--- src/rtl/frac_div_gen.sv ---
`timescale 1ns/1ps
// Fractional clock-enable generator: a Width-bit phase accumulator that emits a
// one-cycle pulse on every carry out, giving an average rate of f_in*Incr/2^Width.
module frac_div_gen #(
    parameter int unsigned Width = 8,
    parameter int unsigned Incr  = 1
) (
    input  logic in,
    input  logic rst_n,
    output logic out
);

    localparam logic [Width-1:0] IncrW = Width'(Incr);

    logic [Width-1:0] acc_q, acc_d;
    logic             out_q, out_d;

    // The pulse is the carry of the Width+1 bit sum, not the accumulator MSB.
    always_comb begin
        {out_d, acc_d} = {1'b0, acc_q} + {1'b0, IncrW};
    end

    always_ff @(posedge in or negedge rst_n) begin
        if (!rst_n) begin
            acc_q <= '0;
            out_q <= 1'b0;
        end else begin
            acc_q <= acc_d;
            out_q <= out_d;
        end
    end

    assign out = out_q;

endmodule

--- config.mk ---
export PLATFORM = sky130hd
export DESIGN_NAME = frac_div_gen
export DESIGN_NICKNAME = d
export VERILOG_FILES = /design/src/rtl/frac_div_gen.sv
export SDC_FILE = /design/constraint.sdc
export NUM_CORES = 1
export LEC_CHECK = 0
export ABC_AREA = 1
export CAP_MARGIN = 40
export CORE_AREA = 8 8 45 47
export CTS_CLUSTER_DIAMETER = 80
export DETAILED_ROUTE_END_ITERATION = 7
export DIE_AREA = 0 0 53 55
export PLACE_DENSITY_LB_ADDON = 0.25
export SYNTH_ARGS = -nofsm -noshare
export SYNTH_HDL_FRONTEND = slang
export SYNTH_SLANG_ARGS = --single-unit
--- constraint.sdc ---
create_clock -name in -period 1.2 [get_ports in]
set_clock_uncertainty 0.05 [all_clocks]
set_input_delay 0.12 -clock in [delete_from_list [all_inputs] [get_ports in]]
set_output_delay 0.12 -clock in [all_outputs]
set_load 0.02 [all_outputs]
==> flow_metrics.env, run 1 <==
export IMPL_status="completed"
export IMPL_finalSetupViolations=0
export IMPL_synthAdderAreaFrac_pct=3.33
export IMPL_p_per_area_nw_per_um2=1210
export IMPL_start_kind="flip-flop"
export IMPL_slew_headroom_pct=73.8
export IMPL_muxShareOfSynthArea_pct=0
export IMPL_syn_area_um2=375
export IMPL_synth_compound_area_share_pct=2.67
export IMPL_yosys_area_share_simple_pct=23.0
export IMPL_drive_gt1_share_pct=15.2
export IMPL_hold_class="in -> async"
export IMPL_ir_drop_v=0.000446
export IMPL_wl_per_cell_um=9.26
export IMPL_fin_nets=50
export IMPL_drt_wl_total_um=574
export IMPL_postSynthNetCount=42
export IMPL_cts_buffer_depth=2
export IMPL_antenna_found_initial=0
export IMPL_dieWidth_um=53
export IMPL_area_delta_synth_final_pct=20.0
export IMPL_crit_type="reg -> reg"
export IMPL_grt_pass1_wl_um=1010
export IMPL_synth_top_family_by_area="simple AND/OR/NAND/NOR gates"
export IMPL_drv_slew=0
export IMPL_ys_ff_latch=9
export IMPL_drt_initial_drc_count=5
export IMPL_cts_tree="done"
export IMPL_crit_path_end_kind="flip-flop"
export IMPL_fillers=147
export IMPL_gp_congestion=0.623
export IMPL_portBuffers=2
export IMPL_period_share_pct=91.1
export IMPL_ios=3
export IMPL_max_freq_mhz=914
export IMPL_dieArea_um2=2920
export IMPL_synth_xor_area_share_pct=7.00
export IMPL_grt_max_degree=10
export IMPL_final_setup_tns_ns=0
export IMPL_maxCapViolCount=0
export IMPL_finalCriticalPeriod_ns=1.09
export IMPL_synthCells=39
export IMPL_critPathBufInv=0
export IMPL_clk_latency_ns=0.26
export IMPL_start_util_pct=27.1
export IMPL_arrival_ns=1.23
export IMPL_globalRoute_totalOverflow=0
export IMPL_drc=0
export IMPL_ys_warn_count=0
export IMPL_viasPerCell=3.92
export IMPL_critPathMaxStageDelay_ns=0.39
export IMPL_vias=243
export IMPL_utilization_pct=32.5
export IMPL_grt_pass1_vias=232
export IMPL_tightest_slew_ns=0.392
export IMPL_clk_pin_slew_ns=0.06
export IMPL_core_um2=1380
export IMPL_ys_types=11
export IMPL_required_ns=1.34
export IMPL_leakagePower_nw=0.220
export IMPL_die_y_um=55
export IMPL_final_common_cell="nand2_1"
export IMPL_slowest_stage="dfrtp_1"
export IMPL_cts_max_level=1
export IMPL_cts_sinks=9
export IMPL_timing_hold_violations_final=0
export IMPL_mostFrequentLayoutCells="12 x nand2_1, 9 x dfrtp_1, 4 x nor2_1, 4 x inv_1, 3 x clkbuf_4"
export IMPL_crit_chain="ha_2 > nand3_2 > nor2_2 > nand2_1 > nor2_1"
export IMPL_yosysSeqAreaShare_pct=60.0
export IMPL_n_antenna_cell=0
export IMPL_firstDrtPassIters=2
export IMPL_avgSynthCellArea_um2=9.62
export IMPL_numCtsBuffers=3
export IMPL_rows=14
export IMPL_cp_max_fo=3
export IMPL_whs_ns=0.0980
export IMPL_postRouteAntennaNets=0
export IMPL_gr_usage_all_layers_pct=5.12
export IMPL_crit_family="flip-flops"
export IMPL_root_buffer="clkbuf_4"
==> synthesized netlist by cell type <==
cell type	n	share of area (%)
inv_1	4	4.0
xor2_1	1	2.3
nand2_1	12	12
ha_1	1	3.3
nand3_1	2	2.7
nor2_2	1	1.7
nor2_1	4	4.0
o21ai_0	2	2.7
xnor2_1	2	4.7
nand3_2	1	2.7
dfrtp_1	9	60
==> worst register-to-register path, delay by kind of cell, from the launching register on <==
| family | cells | cell delay (ns) |
|---|---|---|
| simple gates | 4 | 0.36 |
| fa+ha+maj | 1 | 0.22 |
| flops | 1 | 0.39 |
==> cells by family after synthesis <==
kind of cell,after synthesis
xor+xnor,3
flops,9
buf+inv,4
compound gates,2
simple gates,20
fa+ha+maj,1
==> area by class of cell <==
class                           instances  area, um^2  area share [%]
Inverter                                4        15.0            3.33
Multi-Input combinational cell         26         138            30.6
Timing Repair Buffer                    3        26.3            5.83
Tap cell                               16        20.0            4.44
Sequential cell                         9         225            50.0
Clock buffer                            4        26.3            5.83
==> path summary, 6_finish.rpt <==
check / slack [ns] / start / to / depth (start not counted)
worst max-delay path: 0.11 / acc_q[0] / out / 5
worst min-delay path: 0.1 / rst_n / acc_q[3] / 1
worst max register to register: 0.11 / acc_q[0] / out / 5
worst min register to register: 0.42 / acc_q[7] / acc_q[7] / 2
max in group asynchronous: 0.72 / rst_n / acc_q[5] / 1
min in group in: 0.42 / acc_q[7] / acc_q[7] / 2
==> timing repair <==
action                                  in CTS  in global routing
pin swaps                                    0                  0
hold endpoints to repair                     0                  0
gates resized for setup                      1                  2
hold buffers                                 0                  0
setup buffers                                0                  1
endpoints found under the setup margin       1                  2
==> flip-flops by register name, summed over array words and instances, names as in the netlist <==
name   count
out        1
acc_q      8
==> power by group <==
part	switching, mW	total, mW	internal, mW
combinational	0.00544	0.00832	0.00288
clock	0.104	0.232	0.128
sequential	0	0.303	0.303
total	0.110	0.544	0.434
==> layer usage <==
metal  global-route usage, %  vias to the layer above  routed length, um
li1                        -                      133                  -
met1                    5.90                      108                322
met2                    6.05                        2                235
met3                    2.41                        0                 16
met4                    6.47                        0                  0
met5                       0                        -                  0
==> metrics by stage <==
stage	std cells	setup WS [ns]	area [um^2]	total power, mW
final	62	0.106	450	0.544
after global routing	62	-0.00470	450	0.572
after CTS	61	0.0840	440	0.550
after detailed placement	57	0.0956	415	0.318
after global placement	57	0.124	415	0.318
after floorplan	39	0.190	375	0.309
(Power assumes the default switching activity.)
==> run 2, diff against run 1 <==
Settings changed: SKIP_LAST_GASP set to 1.
==> results of run 2 <==
The final DEF is identical to that of run 1; final timing and power are the same.
